===== src/rtl/gear_hydraulic_sequencer_if.sv =====
// Signal bundle between the landing-gear controller (master) and the
// hydraulic sequencer (slave): requests and sensors in, drives and status out.
interface gear_hydraulic_sequencer_if;
   logic Pump;
   logic Valve;
   logic GearIsDown;
   logic GearIsUp;
   logic Timer;
   logic PumpMotor;
   logic ValveSolenoid;
   logic TimeUp;
   logic Busy;
   logic Fault;

   modport master (
      output Pump, Valve, GearIsDown, GearIsUp, Timer,
      input  PumpMotor, ValveSolenoid, TimeUp, Busy, Fault
   );

   modport slave (
      input  Pump, Valve, GearIsDown, GearIsUp, Timer,
      output PumpMotor, ValveSolenoid, TimeUp, Busy, Fault
   );
endinterface


===== src/rtl/gear_hydraulic_sequencer.sv =====
// Orders valve/pump drive for the landing gear (valve first, bleed after),
// supervises transit with a watchdog and derives TimeUp from Timer restarts.
module gear_hydraulic_sequencer #(
   parameter int unsigned SETTLE_CYCLES = 4,
   parameter int unsigned BLEED_CYCLES  = 4,
   parameter int unsigned TRANSIT_LIMIT = 16,
   parameter int unsigned TIMEUP_CYCLES = 8,
   parameter int unsigned CW            = 8
) (
   input logic                       Clock,
   input logic                       Clear,
   gear_hydraulic_sequencer_if.slave bus
);

   typedef enum logic [2:0] {
      ST_IDLE,
      ST_SETTLE,
      ST_RUN,
      ST_BLEED,
      ST_FAULT
   } state_t;

   localparam logic [CW-1:0] SETTLE_LAST  = CW'(SETTLE_CYCLES - 1);
   localparam logic [CW-1:0] BLEED_LAST   = CW'(BLEED_CYCLES - 1);
   localparam logic [CW-1:0] TRANSIT_LAST = CW'(TRANSIT_LIMIT - 1);
   localparam logic [CW-1:0] TIMEUP_MAX   = CW'(TIMEUP_CYCLES);
   localparam logic [CW-1:0] CNT_ONE      = CW'(1);

   function automatic logic [CW-1:0] sat_inc(input logic [CW-1:0] v);
      return (v == {CW{1'b1}}) ? v : v + CNT_ONE;
   endfunction

   state_t        state_q, state_d;
   logic [CW-1:0] cnt_q, cnt_d;
   logic [CW-1:0] tcnt_q, tcnt_d;
   logic          pump_motor_q, pump_motor_d;
   logic          valve_sol_q, valve_sol_d;
   logic          time_up_q, time_up_d;
   logic          busy_q, busy_d;
   logic          fault_q, fault_d;

   logic conflict;
   logic tgt_run;
   logic tgt_req;
   logic reversal;

   // tgt_run follows the latched direction; tgt_req judges a new request.
   assign conflict = bus.GearIsDown & bus.GearIsUp;
   assign tgt_run  = valve_sol_q ? bus.GearIsDown : bus.GearIsUp;
   assign tgt_req  = bus.Valve   ? bus.GearIsDown : bus.GearIsUp;
   assign reversal = bus.Pump & (bus.Valve != valve_sol_q);

   always_comb begin
      state_d     = state_q;
      cnt_d       = cnt_q;
      valve_sol_d = valve_sol_q;
      unique case (state_q)
         ST_IDLE: begin
            if (bus.Pump && !tgt_req) begin
               valve_sol_d = bus.Valve;
               cnt_d       = '0;
               state_d     = ST_SETTLE;
            end
         end
         ST_SETTLE: begin
            if (conflict) begin
               cnt_d   = '0;
               state_d = ST_FAULT;
            end else if (!bus.Pump) begin
               cnt_d   = '0;
               state_d = ST_IDLE;
            end else if (cnt_q == SETTLE_LAST) begin
               cnt_d   = '0;
               state_d = ST_RUN;
            end else begin
               cnt_d = sat_inc(cnt_q);
            end
         end
         ST_RUN: begin
            // Reaching the target wins over the watchdog on the limit cycle.
            if (conflict) begin
               cnt_d   = '0;
               state_d = ST_FAULT;
            end else if (!bus.Pump || tgt_run || reversal) begin
               cnt_d   = '0;
               state_d = ST_BLEED;
            end else if (cnt_q == TRANSIT_LAST) begin
               cnt_d   = '0;
               state_d = ST_FAULT;
            end else begin
               cnt_d = sat_inc(cnt_q);
            end
         end
         ST_BLEED: begin
            if (conflict) begin
               cnt_d   = '0;
               state_d = ST_FAULT;
            end else if (cnt_q == BLEED_LAST) begin
               cnt_d   = '0;
               state_d = ST_IDLE;
            end else begin
               cnt_d = sat_inc(cnt_q);
            end
         end
         ST_FAULT: begin
            state_d = ST_FAULT;
         end
         default: begin
            cnt_d   = '0;
            state_d = ST_FAULT;
         end
      endcase

      pump_motor_d = (state_d == ST_RUN);
      busy_d       = (state_d != ST_IDLE);
      fault_d      = (state_d == ST_FAULT);
   end

   // Timer path runs regardless of the sequencer state, including FAULT.
   always_comb begin
      tcnt_d = tcnt_q;
      if (bus.Timer) begin
         tcnt_d = '0;
      end else if (tcnt_q != TIMEUP_MAX) begin
         tcnt_d = tcnt_q + CNT_ONE;
      end
      time_up_d = (tcnt_d == TIMEUP_MAX);
   end

   always_ff @(posedge Clock or negedge Clear) begin
      if (!Clear) begin
         state_q      <= ST_IDLE;
         cnt_q        <= '0;
         pump_motor_q <= 1'b0;
         valve_sol_q  <= 1'b0;
         busy_q       <= 1'b0;
         fault_q      <= 1'b0;
      end else begin
         state_q      <= state_d;
         cnt_q        <= cnt_d;
         pump_motor_q <= pump_motor_d;
         valve_sol_q  <= valve_sol_d;
         busy_q       <= busy_d;
         fault_q      <= fault_d;
      end
   end

   always_ff @(posedge Clock or negedge Clear) begin
      if (!Clear) begin
         tcnt_q    <= '0;
         time_up_q <= 1'b0;
      end else begin
         tcnt_q    <= tcnt_d;
         time_up_q <= time_up_d;
      end
   end

   assign bus.PumpMotor     = pump_motor_q;
   assign bus.ValveSolenoid = valve_sol_q;
   assign bus.TimeUp        = time_up_q;
   assign bus.Busy          = busy_q;
   assign bus.Fault         = fault_q;

endmodule

===== src/flat_wrapper.sv =====
// flat-port wrapper written by rule: the top's interface ports become plain ports
module gear_hydraulic_sequencer_flat 
#(
   parameter int unsigned SETTLE_CYCLES = 4,
   parameter int unsigned BLEED_CYCLES  = 4,
   parameter int unsigned TRANSIT_LIMIT = 16,
   parameter int unsigned TIMEUP_CYCLES = 8,
   parameter int unsigned CW            = 8
)
  (Clock, Clear, bus_Pump, bus_Valve, bus_GearIsDown, bus_GearIsUp, bus_Timer, bus_PumpMotor, bus_ValveSolenoid, bus_TimeUp, bus_Busy, bus_Fault);
  gear_hydraulic_sequencer_if bus_i ();
  input logic Clock;
  input logic Clear;
  input wire logic [$bits(bus_i.Pump)-1:0] bus_Pump;
  input wire logic [$bits(bus_i.Valve)-1:0] bus_Valve;
  input wire logic [$bits(bus_i.GearIsDown)-1:0] bus_GearIsDown;
  input wire logic [$bits(bus_i.GearIsUp)-1:0] bus_GearIsUp;
  input wire logic [$bits(bus_i.Timer)-1:0] bus_Timer;
  output wire logic [$bits(bus_i.PumpMotor)-1:0] bus_PumpMotor;
  output wire logic [$bits(bus_i.ValveSolenoid)-1:0] bus_ValveSolenoid;
  output wire logic [$bits(bus_i.TimeUp)-1:0] bus_TimeUp;
  output wire logic [$bits(bus_i.Busy)-1:0] bus_Busy;
  output wire logic [$bits(bus_i.Fault)-1:0] bus_Fault;
  assign bus_i.Pump = bus_Pump;
  assign bus_i.Valve = bus_Valve;
  assign bus_i.GearIsDown = bus_GearIsDown;
  assign bus_i.GearIsUp = bus_GearIsUp;
  assign bus_i.Timer = bus_Timer;
  assign bus_PumpMotor = bus_i.PumpMotor;
  assign bus_ValveSolenoid = bus_i.ValveSolenoid;
  assign bus_TimeUp = bus_i.TimeUp;
  assign bus_Busy = bus_i.Busy;
  assign bus_Fault = bus_i.Fault;
  gear_hydraulic_sequencer #(.SETTLE_CYCLES(SETTLE_CYCLES), .BLEED_CYCLES(BLEED_CYCLES), .TRANSIT_LIMIT(TRANSIT_LIMIT), .TIMEUP_CYCLES(TIMEUP_CYCLES), .CW(CW)) u_core (.Clock(Clock), .Clear(Clear), .bus(bus_i));
endmodule

===== config.mk =====
export PLATFORM = sky130hd
export DESIGN_NAME = gear_hydraulic_sequencer_flat
export DESIGN_NICKNAME = d
export VERILOG_FILES = /design/src/rtl/gear_hydraulic_sequencer_if.sv /design/src/rtl/gear_hydraulic_sequencer.sv /design/src/flat_wrapper.sv
export SDC_FILE = /design/constraint.sdc
export NUM_CORES = 1
export LEC_CHECK = 0
export ABC_AREA = 0
export BUFFER_PORTS_ARGS = -buffer_cell sky130_fd_sc_hd__buf_2
export CAP_MARGIN = 20
export CORE_ASPECT_RATIO = 1.2
export CORE_MARGIN = 5
export CORE_UTILIZATION = 40
export CTS_CLUSTER_DIAMETER = 60
export DETAILED_ROUTE_END_ITERATION = 10
export GPL_TIMING_DRIVEN = 0
export SLEW_MARGIN = 15
export SYNTH_ARGS = -nofsm -noshare
export SYNTH_HDL_FRONTEND = slang
export SYNTH_SLANG_ARGS = --single-unit

===== constraint.sdc =====
create_clock -name Clock -period 2.5 [get_ports Clock]
set_input_delay 0.25 -clock Clock [delete_from_list [all_inputs] [get_ports Clock]]
set_output_delay 0.25 -clock Clock [all_outputs]
set_load 0.005 [all_outputs]

# --- After elaboration in Yosys (flattened, before gate mapping) ---
# Cells that the tools add are included.
word_totals:
  word_cells: 59
  latch_bits: 0
  reg_bits: 24
  romBits: 0
  output_inout_bits: 5
  in_bits: 7
  n_memories: 0
  ramBits: 0
classes:
  mux: 24
  mul: 0
  add_sub_neg: 2
  n_eq_ne: 13
  reduce_logical: 9
  div_mod_pow: 0
  shift: 0
  order_cmp: 0
  n_bitwise: 3
op_table:
  columns: ["op", "count"]
  rows:
  - ["$mux 8", 11]
  - ["$pmux 8 s5", 1]
  - ["$mux 3", 9]
  - ["$add 8x1->8 const B", 2]
  - ["$eq 8x4->1 const B", 2]
  - ["$pmux 3 s4", 1]
  - ["$eq 3x2->1 const B", 3]
  - ["$eq 8x2->1 const B", 1]
  - ["$eq 8x8->1 const B", 1]
  - ["$ne 8x4->1 const B", 1]
  - ["$eq 3x3->1 const B", 2]
  - ["$reduce_and 2->1", 2]
  - ["$eq 3x1->1 const B", 1]
  - ["$logic_not 3->1", 1]
  - ["$reduce_bool 3->1", 1]
  - ["$and 1x1->1", 2]
  - ["$logic_not 1->1", 2]
  - ["$logic_or 1x1->1", 2]
  - ["$mux 1", 2]
  - ["$ne 2x1->1 const B", 1]
  - ["$logic_and 1x1->1", 1]
  - ["$ne 1x1->1", 1]
  - ["$not 1->1", 1]

# --- Longest topological paths before layout ---
logic_depth:
  depth_word: 7
  depth_mapped: 7
  ltp_nobuf: 7

# --- Worst setup path before layout ---
# No wires, ideal clock.
synth_timing:
  kind: "reg-to-reg"
  start: "reg u_core.cnt_q[5]"
  end: "reg u_core.pump_motor_q, in the netlist u_core.bus.PumpMotor"
  setup_slack_ns: 0.558
  path_buffers: 0
  period_less_slack_ns: 1.942
  required_ns: 2.419
  t_arrival_ns: 1.861
  setup_time_ns: 0.081
  stages_incl_launch_ff: 6
  path_cell_list: "dfrtp_1 or4_4 or4b_4 o221ai_2 nand2_2 nor3b_2"
synth_via:
  elab_chain_len: 6
  elab_cells_between_ends: 12
  classes_between: "eq/ne (3); mux (9)"
synth_rtl:
  columns: ["item", "line", "rtl"]
  rows:
  - ["start, declared", "gear_hydraulic_sequencer.sv:34", "logic [CW-1:0] cnt_q, cnt_d;"]
  - ["start signal, assigned", "gear_hydraulic_sequencer.sv:140", "cnt_q <= cnt_d;"]
  - ["$eq 8x4->1 / $eq 8x2->1 (equally long branches)", "gear_hydraulic_sequencer.sv:87, gear_hydraulic_sequencer.sv:72, gear_hydraulic_sequencer.sv:98", null]
  - ["$mux 3 (on tied branches)", "gear_hydraulic_sequencer.sv:87, gear_hydraulic_sequencer.sv:72", null]
  - ["$mux 3 (on tied branches)", "gear_hydraulic_sequencer.sv:84, gear_hydraulic_sequencer.sv:69", null]
  - ["$mux 3 (on tied branches)", "gear_hydraulic_sequencer.sv:81, gear_hydraulic_sequencer.sv:66", null]
  - ["$pmux 3 s4 (*)", "gear_hydraulic_sequencer.sv:57", "unique case (state_q)"]
  - ["$eq 3x2->1 (*)", "gear_hydraulic_sequencer.sv:114", "pump_motor_d = (state_d == ST_RUN);"]
  - ["via u_core.pump_motor_d", "gear_hydraulic_sequencer.sv:36", "logic pump_motor_q, pump_motor_d;"]
  - ["end signal, assigned", "gear_hydraulic_sequencer.sv:141", "pump_motor_q <= pump_motor_d;"]
  - ["end, declared", "gear_hydraulic_sequencer.sv:36", null]
# The timed path passes the listed nets; every way through them passes the cells marked *.
# A chain may end at the register's enable or synchronous reset.

# --- Worst setup path in the final report ---
layout_timing:
  start: "reg u_core.cnt_q[5]"
  end: "reg u_core.cnt_q[4]"
layout_via:
  elab_chain_len: 6
  elab_cells_between_ends: 12
  classes_between: "eq/ne (3); mux (9)"
layout_rtl:
  columns: ["item", "line", "rtl"]
  rows:
  - ["$eq 8x8->1", "gear_hydraulic_sequencer.sv:30", "return (v == {CW{1'b1}}) ? v : v + CNT_ONE;"]
  - ["$mux 8", null, null]
  - ["$mux 8 (on tied branches)", "gear_hydraulic_sequencer.sv:87, gear_hydraulic_sequencer.sv:72, gear_hydraulic_sequencer.sv:98", null]
  - ["$mux 8 (on tied branches)", "gear_hydraulic_sequencer.sv:84, gear_hydraulic_sequencer.sv:69", null]
  - ["$mux 8 (on tied branches)", "gear_hydraulic_sequencer.sv:81, gear_hydraulic_sequencer.sv:66", null]
  - ["$pmux 8 s5 (*)", "gear_hydraulic_sequencer.sv:57", null]
# Mark *: on every way between the ends. The rest lies on a longest branch, timed or not.

==> run summary <==
STA
----------------------------------------------------------------------------------------------------
Actual slew at the worst max-slew pin .................................................     727.2 ps
Minimum clock period after layout .....................................................      2161 ps
Final-layout worst hold slack .........................................................     227.0 ps
Final Setup Violations ................................................................            0
Number of hold-slack violations in the final timing report ............................            0
Number of pins with negative max-slew slack in the final report .......................            0
Achievable frequency ..................................................................    462.9 MHz
Max-slew headroom at the worst pin ....................................................       0.5152
Total negative slack for setup checks .................................................         0 ps
Final worst-path cycle share ..........................................................       0.8642
Unrepaired setup endpoints after global routing .......................................           no
Worst clock skew ......................................................................     4.368 ps

YOSYS
----------------------------------------------------------------------------------------------------
Number of flops mapped to enable cells by yosys .......................................            0
Most area-hungry cell type in the Yosys netlist .......................................      dfrtp_1
Post-Syn Area ......................................................................... 0.001401 mm^2
Count of cell types in the netlist ....................................................           45
Gate Count Post-Synth .................................................................          143
Most used standard cell by instance count after synthesis .............................      dfrtp_1
Post-synth net total ..................................................................          153
Predominant post-synthesis flop cell ..................................................      dfrtp_1
Ranking of synthesized cells by area .................................................. dfrtp_1 (43%), xnor2_1 (6.3%), nor2_1 (5.9%), ha_1 (2.7%), a31oi_1 (2.2%)
Yosys top cell area share .............................................................       0.4286
Share of synthesized area occupied by flip-flops and latches ..........................       0.4286
Register bit count reported by yosys ..................................................           24
Synth cell count leaders .............................................................. dfrtp_1 (24), nor2_1 (22), xnor2_1 (10), nand2_1 (8)
Yosys warning count ...................................................................            0
Mapped Avg Cell Area ..................................................................   9.800 um^2
Async S/R FF share, synth .............................................................        1.000

CRITICAL PATH
----------------------------------------------------------------------------------------------------
Start point of the critical path ...................................................... u_core.cnt_q[5]$_DFFE_PN0P_
Kind of critical path .................................................................      reg2reg
Max Fanout on Critical Path ...........................................................            6
Register-to-register setup slack ......................................................       340 ps
Worst R2R End ......................................................................... u_core.cnt_q[4]$_DFFE_PN0P_
Kind of launch point of the worst setup path ..........................................    flip-flop
Worst Reg-to-Reg Cells ................................................................            5
CP Data Required Time .................................................................      2640 ps
CP endpoint kind ......................................................................    flip-flop
Worst flop-to-flop path startpoint .................................................... u_core.cnt_q[5]$_DFFE_PN0P_
Worst Path Arrival ....................................................................      2300 ps

ROUTING
----------------------------------------------------------------------------------------------------
Post-detailed-route count of antenna-violating nets ...................................            0
Via density per instance ..............................................................        5.684
Routed WL per cell ....................................................................     13.53 um
Routed vias ...........................................................................        1,114
Wire length after detailed routing ....................................................     2.651 mm
Drt first-iter violations .............................................................           53
Number of detailed-routing iterations run before antenna repair .......................            4
Number of DRC violations after detailed routing .......................................            0

MIN PATH
----------------------------------------------------------------------------------------------------
Hold worst-path end ................................................................... u_core.tcnt_q[5]$_DFF_PN0_
Hold Path Cell Cnt ....................................................................            2
Worst Hold Class ......................................................................       in2reg
Hold Startpoint .......................................................................    bus_Timer

GLOBAL ROUTE
----------------------------------------------------------------------------------------------------
First-pass GRT wire length ............................................................     4.761 mm
Tot GR Track Use ......................................................................       0.1215
Number of global-route vias before repair .............................................        1,116
Maximum number of pins on one net before global-route repair ..........................           25
Antenna violations before repair ......................................................            0
Leftover overflow at the end of global routing ........................................            0

POWER
----------------------------------------------------------------------------------------------------
Lkg Pwr ...............................................................................    0.6851 nW
Total power density per cell area ..................................................... 594.4 mW/mm^2
Peak supply drop ......................................................................  0.0003732 V

CLOCK NETWORK
----------------------------------------------------------------------------------------------------
Clock tree buffer depth ...............................................................            2
TritonCTS clock tree ..................................................................        built
Number of sinks on the clock net ......................................................           24
CTS resizes ...........................................................................            0
Total clock buffers created by CTS ....................................................            3
Clk_lat worst skew ....................................................................       260 ps
Clock-pin slew reported for the worst setup and hold paths after clock tree synthesis .        80 ps
Master cell of the clock root buffer ..................................................     clkbuf_8
Count of H-tree levels built during CTS ...............................................            1

PLACEMENT
----------------------------------------------------------------------------------------------------
Global placement routability congestion ...............................................       0.7631
HPWL after detailed placement .........................................................     2.025 mm
Number of I/O port buffers ............................................................           11

FLOORPLANNING
----------------------------------------------------------------------------------------------------
Placeable core area ................................................................... 0.003367 mm^2
Count of pins on the block boundary ...................................................           12
Total die area ........................................................................ 0.004792 mm^2
Row cnt ...............................................................................           23
Die outline width .....................................................................     64.03 um
Initial core utilization ..............................................................       0.4162
Y dimension of the die ................................................................     74.84 um

FINISH
----------------------------------------------------------------------------------------------------
Growth of design area from synthesis to finish ........................................       11.87%
Fraction of layout cells with a size suffix above 1 ...................................       0.1950
Antenna Diode Count ...................................................................            0
Number of nets in the finished design .................................................          170
Filler Cell Count .....................................................................          321

JOB
----------------------------------------------------------------------------------------------------
Number of max-cap violations ..........................................................            0

OUTCOME
----------------------------------------------------------------------------------------------------
Status ................................................................................ finished clean

[metal layers]
| layer | global-route usage | vias up | share of wire |
|---|---|---|---|
| met5 | 0 | - | 0 |
| met4 | 0.04388 | 0 | 0.011 |
| met3 | 0.01791 | 4 | 0.025 |
| met2 | 0.2078 | 10 | 0.50 |
| met1 | 0.1565 | 545 | 0.46 |
| li1 | - | 555 | - |
[flip-flops by register name, summed over array words and instances, names as in the netlist]
| signal | cells |
|---|---|
| u_core.cnt_q | 8 |
| u_core.tcnt_q | 8 |
| u_core.state_q | 3 |
| u_core.bus.Busy | 1 |
| u_core.bus.Fault | 1 |
| u_core.bus.PumpMotor | 1 |
| u_core.bus.TimeUp | 1 |
| u_core.bus.ValveSolenoid | 1 |
[how the worst max path moves through the flow]
stage	end	cells after the start
5_1_grt	u_core.bus.Busy$_DFF_PN0_	5
4_1_cts	u_core.cnt_q[4]$_DFFE_PN0P_	5
6_report	u_core.cnt_q[4]$_DFFE_PN0P_	5
3_5_place_dp	u_core.cnt_q[4]$_DFFE_PN0P_	5
2_1_floorplan	u_core.bus.PumpMotor$_DFF_PN0_	5
3_3_place_gp	u_core.cnt_q[4]$_DFFE_PN0P_	5
[worst max-delay path, stage by stage, from the launching register on]
cell and delay (ps):
dfrtp_1 420, or4_4 560, nor4b_1 440, o32ai_2 240, a21oi_2 300, nor2_1 90
[stage by stage]
step	cell area (um^2)	total power, W	std cells	util	setup slack (ps)
5_1_grt	1568	0.0009934	196	0.4656	208.0
6_report	1568	0.0009319	196	0.4656	339.5
3_5_place_dp	1503	0.0006814	191	0.4463	350.6
4_1_cts	1568	0.0009460	196	0.4656	315.5
2_1_floorplan	1401	0.0006129	143	-	558.2
3_3_place_gp	1503	0.0006736	191	0.4463	393.2
[power breakdown]
part	internal, W	switching, W
logic	0.0000903	0.000107
clock network	0.000140	0.000120
registers	0.000432	0.0000427
[cell type report]
| cell class | instances | area (um^2) | area share |
|---|---|---|---|
| inverter | 3 | 11.26 | 0.007183 |
| tap | 37 | 46.29 | 0.02953 |
| sequential | 24 | 600.6 | 0.3831 |
| multi-input combinational | 114 | 782.0 | 0.4988 |
| timing repair buffer | 12 | 65.06 | 0.04150 |
| clock buffer | 4 | 55.05 | 0.03512 |
| buffer | 2 | 7.507 | 0.004789 |
[placed cells by master (no fill, tap or decap), types with 3 or more instances in the layout]
master,count
clkbuf_8,4
nand3_1,5
nand2_1,8
buf_2,11
dfrtp_1,24
xnor2_1,10
o21ai_0,4
ha_1,3
a21oi_1,3
nand3b_1,4
a31oi_1,5
xor2_1,3
and3_1,5
nor3_1,3
nor2_1,22
inv_1,3
[repair_timing]
item | CTS | global route
endpoints found under the hold margin | 24 | 0
setup buffers | 0 | 0
hold buffers | 1 | 0
[kinds of logic (layout without fill, tap and decap cells)]
group,Yosys count,count (layout),share of synthesized area
AO/OA/AOI/OAI,22,22,0.1214
XOR/XNOR,13,13,0.08125
adder cells (fa/ha/maj),3,3,0.02679
buffers and inverters,5,21,0.01339
flip-flops,24,24,0.4286
multiplexers,3,3,0.02232
AND/OR/NAND/NOR,73,73,0.3063
No activity file was read; power rests on OpenSTA's default activity.
